`src/rtl/mem_arbiter.sv`:
```
// Arbitrates main memory between I-cache and D-cache miss handlers: block fills and D-side write-throughs.
// Latency: grant and first read one cycle after the request is sampled in IDLE; write completes in that same cycle.
// Backpressure: one owner at a time; a waiting requester holds req until granted; fills are never preempted.
// Optional feature: define ARB_RR_EN for round-robin arbitration (default is fixed priority, D over I).
module mem_arbiter #(
  parameter int WORDS_PER_BLK = 8,
  parameter int ADDR_W        = 16
) (
  input  logic                             clk,
  input  logic                             rst_n,
  input  logic                             i_req,
  input  logic [ADDR_W-1:0]                i_addr,
  output logic                             i_grant,
  output logic                             i_data_vld,
  output logic                             i_done,
  input  logic                             d_req,
  input  logic                             d_wr,
  input  logic [ADDR_W-1:0]                d_addr,
  input  logic [ADDR_W-1:0]                d_wdata,
  output logic                             d_grant,
  output logic                             d_data_vld,
  output logic                             d_done,
  output logic [ADDR_W-1:0]                rd_data,
  output logic [$clog2(WORDS_PER_BLK)-1:0] rd_word,
  output logic                             busy,
  output logic                             mem_en,
  output logic                             mem_wr,
  output logic [ADDR_W-1:0]                mem_addr,
  output logic [ADDR_W-1:0]                mem_wdata,
  input  logic [ADDR_W-1:0]                mem_rdata,
  input  logic                             mem_valid
);

  // Word index width and byte-offset width of one block (16-bit words).
  localparam int WIDX_W = $clog2(WORDS_PER_BLK);
  localparam int OFF_W  = WIDX_W + 1;
  localparam logic [ADDR_W-1:0] BASE_MASK = {{(ADDR_W-OFF_W){1'b1}}, {OFF_W{1'b0}}};
  localparam logic [WIDX_W:0]   ISS_ONE   = (WIDX_W+1)'(1);
  localparam logic [WIDX_W-1:0] RCV_ONE   = WIDX_W'(1);
  localparam logic [WIDX_W-1:0] RCV_LAST  = WIDX_W'(WORDS_PER_BLK-1);

  typedef enum logic [1:0] {
    S_IDLE    = 2'd0,
    S_FILL    = 2'd1,
    S_WRITE   = 2'd2,
    S_RELEASE = 2'd3
  } state_t;

  state_t              state_q, state_d;
  logic                owner_d_q, owner_d_d;  // 1 = D-cache owns the current transaction
  logic [ADDR_W-1:0]   addr_q, addr_d;        // block base for fills, full address for writes
  logic [ADDR_W-1:0]   wdata_q, wdata_d;
  logic [WIDX_W:0]     iss_cnt_q, iss_cnt_d;  // extra MSB marks "all reads issued"
  logic [WIDX_W-1:0]   rcv_cnt_q, rcv_cnt_d;
  logic                pick_d;                // arbitration result in IDLE: 1 = D wins
  logic [ADDR_W-1:0]   fill_off;

`ifdef ARB_RR_EN
  logic                last_d_q, last_d_d;    // 1 = D was the most recent owner

  // Round-robin: on a tie the requester that did not own memory last wins.
  always_comb begin
    pick_d   = d_req && (!i_req || !last_d_q);
    last_d_d = last_d_q;
    if (state_q == S_IDLE && (i_req || d_req)) begin
      last_d_d = pick_d;
    end
  end

  // Last-owner flop; resets to D so the first tie goes to I.
  always_ff @(posedge clk or negedge rst_n) begin
    if (!rst_n) begin
      last_d_q <= 1'b1;
    end else begin
      last_d_q <= last_d_d;
    end
  end
`else
  // Fixed priority: D always wins a tie.
  always_comb begin
    pick_d = d_req;
  end
`endif

  // Byte offset of the next read; wraps inside the block because it is OR-ed onto the base.
  assign fill_off = {{(ADDR_W-OFF_W){1'b0}}, iss_cnt_q[WIDX_W-1:0], 1'b0};
  assign rd_word  = rcv_cnt_q;
  assign busy     = (state_q != S_IDLE);

  // Next-state logic and all memory/cache-side outputs.
  always_comb begin
    state_d    = state_q;
    owner_d_d  = owner_d_q;
    addr_d     = addr_q;
    wdata_d    = wdata_q;
    iss_cnt_d  = iss_cnt_q;
    rcv_cnt_d  = rcv_cnt_q;
    i_grant    = 1'b0;
    i_data_vld = 1'b0;
    i_done     = 1'b0;
    d_grant    = 1'b0;
    d_data_vld = 1'b0;
    d_done     = 1'b0;
    rd_data    = '0;
    mem_en     = 1'b0;
    mem_wr     = 1'b0;
    mem_addr   = '0;
    mem_wdata  = '0;

    case (state_q)
      S_IDLE: begin
        iss_cnt_d = '0;
        rcv_cnt_d = '0;
        if (i_req || d_req) begin
          owner_d_d = pick_d;
          if (pick_d && d_wr) begin
            state_d = S_WRITE;
            addr_d  = d_addr;
            wdata_d = d_wdata;
          end else begin
            state_d = S_FILL;
            addr_d  = (pick_d ? d_addr : i_addr) & BASE_MASK;
          end
        end
      end

      S_FILL: begin
        i_grant = !owner_d_q;
        d_grant = owner_d_q;
        rd_data = mem_rdata;
        // One read per cycle until the whole block has been requested.
        if (!iss_cnt_q[WIDX_W]) begin
          mem_en    = 1'b1;
          mem_addr  = addr_q | fill_off;
          iss_cnt_d = iss_cnt_q + ISS_ONE;
        end
        // Returned words are steered to the owner; the last one ends the fill.
        if (mem_valid) begin
          i_data_vld = !owner_d_q;
          d_data_vld = owner_d_q;
          rcv_cnt_d  = rcv_cnt_q + RCV_ONE;
          if (rcv_cnt_q == RCV_LAST) begin
            i_done  = !owner_d_q;
            d_done  = owner_d_q;
            state_d = S_RELEASE;
          end
        end
      end

      S_WRITE: begin
        d_grant   = 1'b1;
        d_done    = 1'b1;
        mem_en    = 1'b1;
        mem_wr    = 1'b1;
        mem_addr  = addr_q;
        mem_wdata = wdata_q;
        state_d   = S_RELEASE;
      end

      S_RELEASE: begin
        iss_cnt_d = '0;
        rcv_cnt_d = '0;
        state_d   = S_IDLE;
      end

      default: begin
        state_d = S_IDLE;
      end
    endcase
  end

  // State, captured request and counters.
  always_ff @(posedge clk or negedge rst_n) begin
    if (!rst_n) begin
      state_q   <= S_IDLE;
      owner_d_q <= 1'b0;
      addr_q    <= '0;
      wdata_q   <= '0;
      iss_cnt_q <= '0;
      rcv_cnt_q <= '0;
    end else begin
      state_q   <= state_d;
      owner_d_q <= owner_d_d;
      addr_q    <= addr_d;
      wdata_q   <= wdata_d;
      iss_cnt_q <= iss_cnt_d;
      rcv_cnt_q <= rcv_cnt_d;
    end
  end

endmodule

```
`config.mk`:
```
export PLATFORM = sky130hd
export DESIGN_NAME = mem_arbiter
export DESIGN_NICKNAME = d
export VERILOG_FILES = /design/src/rtl/mem_arbiter.sv
export SDC_FILE = /design/constraint.sdc
export NUM_CORES = 1
export LEC_CHECK = 0
export CAP_MARGIN = 20
export CORE_ASPECT_RATIO = 1.5
export CORE_MARGIN = 4
export CORE_UTILIZATION = 35
export DETAILED_ROUTE_END_ITERATION = 6
export GPL_TIMING_DRIVEN = 0
export MAX_ROUTING_LAYER = met4
export PLACE_DENSITY = 0.81
export SLEW_MARGIN = 20
export SYNTH_ARGS = -nofsm -noshare
export SYNTH_HDL_FRONTEND = slang
export SYNTH_SLANG_ARGS = --single-unit
export TNS_END_PERCENT = 1
```
`constraint.sdc`:
```
create_clock -name clk -period 2.65 [get_ports clk]
set_clock_uncertainty 0.05 [all_clocks]
set_input_delay 0.6625 -clock clk [delete_from_list [all_inputs] [get_ports clk]]
set_output_delay 0.6625 -clock clk [all_outputs]
set_load 0.01 [all_outputs]
```
==> results.toml <==
[route]
drtPass1Iterations = 4
routed_via_density = 4.80
avgRoutedWirePerCell_um = 14.9
wl_um = 6570
num_vias = 2119
antenna_left = 0
post-route-drc-count = 0
drt_iter0_drc = 75

[synthesis]
ys_ff_latch = 42
synth-seq-area-share_pct = 44.6
synth_top_area_cell = "dfrtp_1"
synth_area_leaders = "dfrtp_1, and2_1, mux2i_1"
synth_top_cell_area_share_pct = 44.6
syn_area_per_cell_um2 = 10.3
synth_most_common_cell = "and2_1"
synthesis.nets = 305
ys_top_cells_by_count = "and2_1, dfrtp_1, nand2_1, mux2i_1, o21ai_0"
postSynthCellCount = 228
async_flop_share_pct = 100
ys_warn_count = 0
syn_area_um2 = 2360
synthFlopType = "dfrtp_1"
synth_edf_count = 0
synth.distinct_cells = 30

[finish]
layout.nets = 441
synthToLayoutAreaGrowth_pct = 63.8
fin_cells = 441
multi_input_area_um2 = 1210
drive_above_1_share_pct = 16.2
final_util_pct = 59.1
regArea_um2 = 1050
fillers = 584
antenna_cells = 0

[run_status]
run_status = "finished clean"

[sta]
setup_tns_ns = 0
setup_violations = 0
finalCriticalPeriod_ns = 2.65
finalCritPeriodShare_pct = 99.9
slew_headroom_pct = 72.1
clock.fmax_ghz = 0.378
worstMarginPinSlew_ns = 0.419
rsz0062_at_grt = "yes"
drv_slew = 0
hold_violations = 0

[floorplan]
core_um2 = 6530
core.rowCount = 36
die_width_um = 75.0
dieArea_um2 = 8140
ioPinCount = 130
initial_core_util_pct = 36.1
die_h_um = 109

[critical_path]
r2r_cells = 5
crit_path_end_kind = "primary output"
cpMaxStageDelayCell = "clkdlybuf4s50_1"
crit_required_ns = 1.94
path_max_fanout = 10
reg2reg_slack_ns = 0.91
reg2reg_from = "state_q[1]$_DFFE_PN0P_"
critPathLaunchType = "flip-flop"
crit_chain = "inv_2, ha_1, buf_6, buf_4, and3_1, clkdlybuf4s50_1"
worst-setup-path-type = "flip-flop to primary output"
crit_arrival_ns = 1.94
cpPeakStageDelay_ns = 0.53
endpoint = "d_data_vld"
timing.rr.end = "rd_word[0]$_DFFE_PN0P_"
startpoint = "state_q[1]$_DFFE_PN0P_"

[place]
port_buffers = 125
place_hpwl_um = 5180
place.gp.congestion = 0.801
placedCellCount = 430

[power_and_ir_drop]
vdd_drop_max_uv = 523
p_per_area_nw_per_um2 = 971
p_leak_nw = 1.96
power_mw = 3.75

[grt]
overflow = 0
grt_max_degree = 29
grt_pass1_vias = 2181
grt_pass1_wl_um = 10300
grt_usage_pct = 16.9
grt_antenna_before_repair = 0

[clock_network]
cts_buffers = 5
cts_tree = "done"
insertion_delay_ns = 0.29
holdBufCountCts = 0
h-tree-depth = 2
cts.path.max_buffers = 2
clock_sinks = 42
clkTransAtPathRegs_ns = 0.08
cts_root_buf = "clkbuf_8"

[hold_path]
hold_class = "input port to async pin"

[job]
drv_cap = 0
## registers in the layout (all words and copies together), names as in the netlist
register / flops
addr_q: 16
iss_cnt_q: 4
owner_d_q: 1
wdata_q: 16
rd_word: 3
state_q: 2
## cell usage in the layout (no fill, tap or decap), drive strengths merged, types with 4 or more instances in the layout
| master | count |
|---|---|
| mux2i | 18 |
| a21oi | 7 |
| dlymetal6s2s | 9 |
| dlygate4sd2 | 17 |
| nand2 | 23 |
| nor2 | 6 |
| and2 | 46 |
| clkbuf | 11 |
| o21ai | 20 |
| buf | 21 |
| inv | 9 |
| nor2b | 5 |
| dfrtp | 42 |
| ha | 7 |
| nand3 | 6 |
| clkdlybuf4s50 | 85 |
| clkdlybuf4s15 | 4 |
| mux2 | 18 |
## cells by family (layout without fill, tap and decap cells)
kind of cell	after synthesis	in the layout	synth area share (%)
simple gates	88	88	20.8
flops	42	42	44.6
mux	36	36	17.8
compound gates	33	33	8.59
buf+inv	22	159	4.51
fa+ha+maj	7	7	3.71
## worst max-delay path, delay by kind of cell, from the launching register on
kind,cells,cell delay (ns)
adder cells (fa/ha/maj),1,0.16
buffers and inverters,4,0.93
flip-flops,1,0.40
AND/OR/NAND/NOR,1,0.17
## per-stage QoR
stage	hold WS [ns]	area, um^2	setup WS (ns)
floorplan	0.317	2360	0.502
global route	0.237	3860	-0.0877
global placement	0.404	3700	-0.275
finish	0.226	3860	0.00168
CTS	0.230	3870	-0.0875
detailed placement	0.412	3720	-0.286
## per-layer routing
metal	share of wire [%]	GRT usage [%]
met1	38	19.7
met2	52	28.5
met3	8.6	3.72
met4	1.6	4.96
met5	0	-
## repair_timing
action,in CTS,in global routing
pin swaps,0,1
gates resized for setup,66,22
hold endpoints to repair,0,0
endpoints found under the setup margin,54,30
setup buffers,2,1
cloned,0,0
## area by class of cell
| class | count | share of cell area (%) |
|---|---|---|
| Sequential cell | 42 | 27.2 |
| Buffer | 13 | 2.98 |
| Clock inverter | 3 | 1.04 |
| Inverter | 9 | 0.875 |
| Tap cell | 76 | 2.46 |
| Multi-Input combinational cell | 164 | 31.4 |
| Timing Repair Buffer | 129 | 32.2 |
| Clock buffer | 5 | 1.78 |
## how the worst min path moves through the flow
| stage | cells past startpoint | end | start | slack, ns |
|---|---|---|---|---|
| finish | 1 | wdata_q[2]$_DFFE_PN0P_ | rst_n | 0.23 |
| global route | 1 | wdata_q[2]$_DFFE_PN0P_ | rst_n | 0.24 |
| CTS | 1 | wdata_q[14]$_DFFE_PN0P_ | rst_n | 0.23 |
| detailed placement | 2 | addr_q[6]$_DFFE_PN0P_ | addr_q[6]$_DFFE_PN0P_ | 0.41 |
| global placement | 2 | addr_q[4]$_DFFE_PN0P_ | addr_q[4]$_DFFE_PN0P_ | 0.40 |
| floorplan | 0 | addr_q[0]$_DFFE_PN0P_ | rst_n | 0.32 |
## power breakdown
part,total [mW],internal [mW],switching [mW]
Sequential,1.11,0.940,0.168
Combinational,2.15,1.16,0.990
Clock,0.494,0.277,0.216
Note: power is estimated with default switching activity, not from simulation.
